## src/rtl/cache_pkg.sv

```systemverilog
// Shared definitions for the cache request-side controller: hit codes, FSM states, address width.
// No logic; imported by the controller and its sub-modules.
package cache_pkg;

    localparam int ADDR_W = 16;

    localparam logic [1:0] HIT_MISS = 2'b00;
    localparam logic [1:0] HIT_L1   = 2'b01;
    localparam logic [1:0] HIT_L2   = 2'b10;
    localparam logic [1:0] HIT_ILL  = 2'b11;

    typedef enum logic [1:0] {
        ST_IDLE,
        ST_LOOKUP,
        ST_PENALTY,
        ST_DONE
    } state_e;

    function automatic int max_int(input int a, input int b);
        return (a > b) ? a : b;
    endfunction

endpackage

```

## src/rtl/sat_counter.sv

```systemverilog
// Saturating event counter, registered output, clear has priority over increment.
// Updates one edge after inc/clr; no backpressure.
module sat_counter #(
    parameter int W = 16
) (
    input  logic         Clk,
    input  logic         Rst_n,
    input  logic         inc,
    input  logic         clr,
    output logic [W-1:0] cnt
);

    logic [W-1:0] cnt_q, cnt_d;

    always_comb begin
        cnt_d = cnt_q;
        if (clr) begin
            cnt_d = '0;
        end else if (inc && (cnt_q != {W{1'b1}})) begin
            cnt_d = cnt_q + W'(1);
        end
    end

    always_ff @(posedge Clk or negedge Rst_n) begin
        if (!Rst_n) begin
            cnt_q <= '0;
        end else begin
            cnt_q <= cnt_d;
        end
    end

    assign cnt = cnt_q;

endmodule

```

## src/rtl/cache_access_ctrl.sv

```systemverilog
// Request-side cache controller: Req/Ack intake, Add/Strobe to cache, Hit sampling, penalty timing, stats.
// Done 1+HIT_LAT+P edges after Ack; one access in flight, Req is held off (ignored) until the FSM is back in IDLE.
module cache_access_ctrl
    import cache_pkg::*;
#(
    parameter int HIT_LAT = 2,
    parameter int L2_PEN  = 4,
    parameter int MEM_PEN = 20,
    parameter int CNT_W   = 16
) (
    input  logic              Clk,
    input  logic              Rst_n,
    input  logic              Req,
    input  logic [ADDR_W-1:0] ReqAdd,
    input  logic              ClrCnt,
    input  logic [1:0]        Hit,
    output logic [ADDR_W-1:0] Add,
    output logic              Strobe,
    output logic              Ack,
    output logic              Busy,
    output logic              Done,
    output logic [1:0]        Level,
    output logic              Err,
    output logic [CNT_W-1:0]  L1Cnt,
    output logic [CNT_W-1:0]  L2Cnt,
    output logic [CNT_W-1:0]  MissCnt
);

    localparam int TW = $clog2(max_int(HIT_LAT, MEM_PEN) + 1);

    state_e            state_q, state_d;
    logic [TW-1:0]     tmr_q, tmr_d;
    logic [ADDR_W-1:0] add_q, add_d;
    logic              strobe_q, strobe_d;
    logic              ack_q, ack_d;
    logic              busy_q, busy_d;
    logic              done_q, done_d;
    logic              err_q, err_d;
    logic [1:0]        level_q, level_d;
    logic [1:0]        code_q, code_d;
    logic              tmr_zero, sample;
    logic              inc_l1, inc_l2, inc_miss;

    assign tmr_zero = (tmr_q == '0);
    assign sample   = (state_q == ST_LOOKUP) && tmr_zero;

    always_ff @(posedge Clk or negedge Rst_n) begin
        if (!Rst_n) begin
            state_q <= ST_IDLE;
        end else begin
            state_q <= state_d;
        end
    end

    always_comb begin
        state_d = state_q;
        case (state_q)
            ST_IDLE:    if (Req) state_d = ST_LOOKUP;
            ST_LOOKUP:  if (tmr_zero) state_d = (Hit == HIT_L1) ? ST_DONE : ST_PENALTY;
            ST_PENALTY: if (tmr_zero) state_d = ST_DONE;
            ST_DONE:    state_d = ST_IDLE;
            default:    state_d = ST_IDLE;
        endcase
    end

    // Penalty loads P-1 so Done lands exactly P edges after the Hit sample edge.
    always_comb begin
        add_d    = add_q;
        strobe_d = 1'b0;
        ack_d    = 1'b0;
        busy_d   = busy_q;
        done_d   = 1'b0;
        level_d  = level_q;
        err_d    = err_q;
        code_d   = code_q;
        tmr_d    = tmr_zero ? tmr_q : tmr_q - TW'(1);
        case (state_q)
            ST_IDLE: begin
                if (Req) begin
                    add_d    = ReqAdd;
                    strobe_d = 1'b1;
                    ack_d    = 1'b1;
                    busy_d   = 1'b1;
                    tmr_d    = TW'(HIT_LAT);
                end
            end
            ST_LOOKUP: begin
                if (tmr_zero) begin
                    code_d = Hit;
                    case (Hit)
                        HIT_L1: begin
                            done_d  = 1'b1;
                            level_d = Hit;
                        end
                        HIT_L2:  tmr_d = TW'(L2_PEN - 1);
                        default: begin
                            tmr_d = TW'(MEM_PEN - 1);
                            if (Hit == HIT_ILL) err_d = 1'b1;
                        end
                    endcase
                end
            end
            ST_PENALTY: begin
                if (tmr_zero) begin
                    done_d  = 1'b1;
                    level_d = code_q;
                end
            end
            ST_DONE: busy_d = 1'b0;
            default: ;
        endcase
    end

    always_ff @(posedge Clk or negedge Rst_n) begin
        if (!Rst_n) begin
            tmr_q    <= '0;
            add_q    <= '0;
            strobe_q <= 1'b0;
            ack_q    <= 1'b0;
            busy_q   <= 1'b0;
            done_q   <= 1'b0;
            level_q  <= 2'b00;
            err_q    <= 1'b0;
            code_q   <= 2'b00;
        end else begin
            tmr_q    <= tmr_d;
            add_q    <= add_d;
            strobe_q <= strobe_d;
            ack_q    <= ack_d;
            busy_q   <= busy_d;
            done_q   <= done_d;
            level_q  <= level_d;
            err_q    <= err_d;
            code_q   <= code_d;
        end
    end

    // An illegal code is counted as a miss.
    assign inc_l1   = sample && (Hit == HIT_L1);
    assign inc_l2   = sample && (Hit == HIT_L2);
    assign inc_miss = sample && ((Hit == HIT_MISS) || (Hit == HIT_ILL));

    sat_counter #(.W(CNT_W)) u_l1_cnt (
        .Clk(Clk), .Rst_n(Rst_n), .inc(inc_l1), .clr(ClrCnt), .cnt(L1Cnt)
    );

    sat_counter #(.W(CNT_W)) u_l2_cnt (
        .Clk(Clk), .Rst_n(Rst_n), .inc(inc_l2), .clr(ClrCnt), .cnt(L2Cnt)
    );

    sat_counter #(.W(CNT_W)) u_miss_cnt (
        .Clk(Clk), .Rst_n(Rst_n), .inc(inc_miss), .clr(ClrCnt), .cnt(MissCnt)
    );

    assign Add    = add_q;
    assign Strobe = strobe_q;
    assign Ack    = ack_q;
    assign Busy   = busy_q;
    assign Done   = done_q;
    assign Level  = level_q;
    assign Err    = err_q;

endmodule

```

## config.mk

```make
export PLATFORM = sky130hd
export DESIGN_NAME = cache_access_ctrl
export DESIGN_NICKNAME = d
export VERILOG_FILES = /design/src/rtl/cache_pkg.sv /design/src/rtl/sat_counter.sv /design/src/rtl/cache_access_ctrl.sv
export SDC_FILE = /design/constraint.sdc
export NUM_CORES = 1
export LEC_CHECK = 0
export CAP_MARGIN = 20
export CORE_MARGIN = 4
export CORE_UTILIZATION = 40
export DETAILED_ROUTE_END_ITERATION = 12
export HOLD_SLACK_MARGIN = 0.02
export PLACE_DENSITY = 0.68
export SETUP_SLACK_MARGIN = 0.1
export SYNTH_ARGS = -nofsm -noshare
export SYNTH_HDL_FRONTEND = slang
export SYNTH_SLANG_ARGS = --single-unit
```

## constraint.sdc

```tcl
create_clock -name Clk -period 3.47 [get_ports Clk]
set_input_delay 0.694 -clock Clk [delete_from_list [all_inputs] [get_ports Clk]]
set_output_delay 0.694 -clock Clk [all_outputs]
set_load 0.01 [all_outputs]
```

=== After elaboration in Yosys (flattened, before gate mapping) ===
Cells that the tools add are included.

* Add/subtract/negate cells: 4
* Equal/unequal tests: 13
* Multiplexer cells: 28
* Bitwise gates (word level): 1
* Reductions and logical operators: 23

{| class="wikitable"
|+ Operator list
! operator !! count
|-
| 16-bit 2-to-1 mux || 6
|-
| 16-bit by 1-bit adder with 16-bit output, second input constant || 3
|-
| 16-bit != test, second input constant || 3
|-
| 5-bit case mux with 2 select lines || 2
|-
| 5-bit 2-to-1 mux || 3
|-
| 2-bit 2-to-1 mux || 6
|-
| 2-bit nonzero test || 5
|-
| 2-bit equality test, second input constant || 4
|-
| 2-bit case mux with 4 select lines || 1
|-
| 4-bit AND reduction || 2
|-
| 1-bit logical AND || 7
|-
| 1-bit 2-to-1 mux || 7
|-
| 2-bit != test, second input constant || 3
|-
| 2-bit AND reduction || 3
|-
| 5-bit logical NOT || 1
|-
| 5-bit by 1-bit subtractor with 5-bit output, second input constant || 1
|-
| 2-bit by 1-bit equality test with 1-bit output, second input constant || 2
|-
| 2-bit logical NOT || 2
|-
| 1-bit case mux with 2 select lines || 2
|-
| 2-bit case mux with 2 select lines || 1
|-
| 3-bit AND reduction || 1
|-
| 2-bit by 1-bit != test with 1-bit output, second input constant || 1
|-
| 2-bit OR reduction || 1
|-
| 1-bit logical OR || 1
|-
| 1-bit NOT || 1
|}

* Bits in registers: 79
* Input bits: 22

=== Depth between registers and ports, before layout ===
* Depth in word-level cells: 6
* Mapped depth: 9
* Mapped depth without buffers: 7

=== Cells and area by module ===
Synthesis repeated with hierarchy kept, for this count alone.

* Cells, all modules: 413
* Area total of the unflattened synthesis: 4291.6 sq um

{| class="wikitable"
|+ Modules (own cells, without submodules)
! module !! times used !! cells an instance !! area an instance (sq um) !! seq. area each (sq um)
|-
| sat_counter || 3 || 98 || 942.2 || 400.4
|-
| cache_access_ctrl || 1 || 119 || 1465.2 || 775.7
|}

=== Worst setup path before layout ===
No wires, ideal clock.

* Kind: input-to-reg
* From: input port Hit[0]
* To: register u_miss_cnt.cnt_q[11] (netlist: u_miss_cnt.cnt[11])
* Arrival time: 2.216 ns
* Required time: 3.338 ns
* Path slack: 1.122 ns
* Stages on the path: 8
* Cells stage by stage: inv_1 -> ha_1 -> nand3b_1 -> or4_1 -> buf_2 -> nor4b_2 -> xnor2_1 -> nor2_1

* Word-level cells in the longest chain between the ends: 5
* Elaborated cells between the ends (all ways): 6
* Classes of those cells: eq/ne: 1; reduce/logical: 5

{| class="wikitable"
|+ RTL lines
! element !! line !! source
|-
| from (decl) || cache_access_ctrl.sv:16 || <nowiki>input logic [1:0] Hit,</nowiki>
|-
| 2-bit equality test or 2-bit logical NOT (tied branches) || cache_access_ctrl.sv:141 || <nowiki>assign inc_miss = sample && ((Hit == HIT_MISS) || (Hit == HIT_ILL));</nowiki>
|-
| 1-bit logical OR (*) || cache_access_ctrl.sv:141 ||
|-
| 1-bit logical AND (*) || cache_access_ctrl.sv:141 ||
|-
| 1-bit logical AND (*) || sat_counter.sv:19 || <nowiki>end else if (inc && (cnt_q != {W{1'b1}})) begin</nowiki>
|-
| 2-bit nonzero test (no line) (*) || n/a ||
|-
| to (signal assigned) || sat_counter.sv:28 || <nowiki>cnt_q <= cnt_d;</nowiki>
|-
| to (decl) || sat_counter.sv:13 || <nowiki>logic [W-1:0] cnt_q, cnt_d;</nowiki>
|}

Mark *: on every way between the ends. The rest lies on a longest branch, timed or not.
A chain may end at the register's enable or synchronous reset.

=== Worst setup path in the final report ===
Ends and elaborated chain as after synthesis.

==> metrics.yaml <==
relSlewSlack_pct: 46.8
synth-seq-cells: 79
path_clk_slew_ns: 0.08
min_path_type: "primary input to async pin"
path_class: "primary input to flop"
ctsHoldBuffers: 0
wl_per_cell_um: 14.3
slew_viol_final: 0
clockBufferDepth: 2
worst_pin_slew_ns: 0.791
ys.flop_type: "dfrtp_1"
viasPerCell: 5.17
clk_latency_ns: 0.34
ys.warnings.count: 0
io_pins: 93
die_y_um: 108
seqPwrFrac_pct: 42.8
path_max_fanout: 6
n_antenna_cell: 0
power_density_nw_per_um2: 534
utilization_pct: 54.0
synth_cell_types: 51
num_vias: 3225
place_congestion: 0.808
final_nets: 520
synthArstFlopShare_pct: 100
tns_ns: 0
grt_pass1_wl_um: 15100
synth.net_count: 425
cts.root.buffer_cell: "clkbuf_8"
rsz0062_at_grt: "false"
yosysSeqAreaShare_pct: 49.4
critPathLaunchType: "primary input"
fin_crit_ns: 2.75
num_rows: 36
dieArea_um2: 11700
grt_pass1_vias: 3273
clock_skew_ns: 0.0150
synth_edf_count: 0
drtAntennaViolNets: 0
setup_viol: 0
worstPathRequired_ns: 3.68
die_w_um: 108
grt_max_degree: 80
arrival_ns: 2.96
portBuffers: 92
route.detailed.drc: 0
hold_viol_final: 0
initial_utilization_pct: 40.9
p_clk_share_pct: 24.2
cap_violations: 0
hpwl_um: 6340
ff2ff_setup_slack_ns: 1.00
htree_levels: 3
antenna_found_initial: 0
cts_buffers: 9
syn_area_um2: 4000
power.leakage_uw: 0.00209
cts-resized-gates: 0
drt_iter0_markers: 95
cts_tree: "built"
syn_to_final_growth_pct: 31.9
peakVddDrop_uv: 378
p_sw_uw: 847
core_um2: 9770
drive_gt1_share_pct: 8.96
clkSinkCount: 79
grt_overflow: 0
p_comb_share_pct: 32.9
min_period_over_period_pct: 79.2
switching_share_pct: 30.0
fmax_ghz: 0.364
syn_inst: 392
drt-total-wl_um: 8920
cts_setup_buffers: 0
end_kind: "flop"
status: "complete, no violations"
synth.avg_cell_area_um2: 10.2
p_int_uw: 1970
drt-pass1-iter-count: 4
track_usage_pct: 15.9
## kinds of logic (layout without fill, tap and decap cells)
family | after synthesis | in the layout | share of synthesized area, %
xor gates and xnor gates | 40 | 40 | 8.76
DFF | 79 | 79 | 49.4
AOI/OAI and AO/OA | 41 | 41 | 6.38
buffers and inverters | 25 | 124 | 2.50
muxes | 23 | 23 | 6.29
and+or+nand+nor | 173 | 173 | 23.2
adders and majority gates | 11 | 11 | 3.44
## cell usage after synthesis, types with 2 or more instances
library cell  number  area (um2)
and4_1             3        26.3
nor4_2             2        25.0
nand4_1           11        68.8
dfrtp_1           79        1980
or2b_1             2        15.0
nor4bb_1           2        20.0
or4_1              3        22.5
inv_1             13        48.8
nand3b_1           3        22.5
nand2b_1           3        18.8
nand2_1           18        67.6
nand3_1           17        85.1
o211ai_1           3        22.5
or2_2              2        12.5
a21oi_1           13        65.1
and3_1             3        18.8
nor3b_1            3        22.5
nor2_1            56         210
xnor2_1           28         245
buf_2              2        10.0
o21ai_0           13        65.1
nor4_1             5        31.3
nor3_1            20         100
mux2i_1            6        60.1
and2_1             2        12.5
or3_1              6        37.5
nor4b_1            5        43.8
ha_1              11         138
clkbuf_1           9        33.8
mux2_2            17         191
xor2_1            12         105
## power groups by stage
stage          combinational (uW)  clock, uW  sequential (uW)
5_1_grt                      1030        750             1230
6_report                      928        684             1210
2_1_floorplan                 484          0             1270
3_5_place_dp                  930          0             1220
4_1_cts                       937        708             1210
3_3_place_gp                  922          0             1210
## metal layers
| metal | vias up | wire length [um] | global-route usage, % |
|---|---|---|---|
| li1 | 1568 | - | - |
| met1 | 1578 | 4100 | 20.9 |
| met2 | 73 | 4120 | 25.7 |
| met3 | 6 | 636 | 5.73 |
| met4 | 0 | 56 | 3.25 |
| met5 | - | 0 | 0 |
## placed cells by master (no fill, tap or decap), types with 11 or more instances in the layout
cell type | synthesis | layout
nand3_1 | 17 | 17
nor2_1 | 56 | 56
dfrtp_1 | 79 | 79
nand2_1 | 18 | 18
ha_1 | 11 | 11
o21ai_0 | 13 | 13
inv_1 | 13 | 13
clkbuf_8 | 0 | 11
nor3_1 | 20 | 20
xnor2_1 | 28 | 28
xor2_1 | 12 | 12
mux2_2 | 17 | 17
a21oi_1 | 13 | 13
nand4_1 | 11 | 11
clkdlybuf4s50_1 | 0 | 90
## final timing paths
| kind | startpoint | end | cells after the start |
|---|---|---|---|
| setup reg to reg | tmr_q[0] | u_miss_cnt.cnt[11] | 7 |
| hold / removal | Rst_n | u_miss_cnt.cnt[11] | 1 |
| min in group Clk | Err | Err | 1 |
| hold reg to reg | Err | Err | 1 |
| max in group asynchronous | Rst_n | Add[0] | 2 |
| setup / recovery | Hit[0] | u_miss_cnt.cnt[11] | 8 |
## per-stage QoR
stage | instance area, um2 | worst slack, ns | instances | power (uW) | hold WS [ns]
final | 5280 | 0.723 | 624 | 2820 | 0.265
after global routing | 5280 | 0.580 | 624 | 3010 | 0.277
after CTS | 5250 | 0.743 | 623 | 2850 | 0.465
after detailed placement | 5050 | 0.370 | 608 | 2150 | 0.451
after global placement | 5050 | 0.414 | 608 | 2130 | 0.441
after floorplan | 4000 | 1.12 | 392 | 1750 | 0.398
## area by class of cell
class	instances	area, um2
Clock inverter	3	42.5
Timing Repair Buffer	96	963
Fill cell	900	4500
Inverter	13	48.8
Tap cell	133	166
Clock buffer	12	155
Multi-Input combinational cell	288	1920
Sequential cell	79	1980
## registers in the layout, summed over array words and instances (netlist names)
signal,count
u_l2_cnt.cnt,16
Ack,1
u_miss_cnt.cnt,16
Done,1
Add,16
Err,1
Level,2
u_l1_cnt.cnt,16
state_q,2
code_q,2
Busy,1
tmr_q,5
## critical path, cell delays in order
cell and delay [ns]:
clkdlybuf4s50_1 0.53, inv_1 0.07, ha_1 0.34, nand3b_1 0.16, or4_1 0.64, nor4b_2 0.32
xnor2_1 0.15, nor2_1 0.05
No activity file was read; power rests on OpenSTA's default activity.
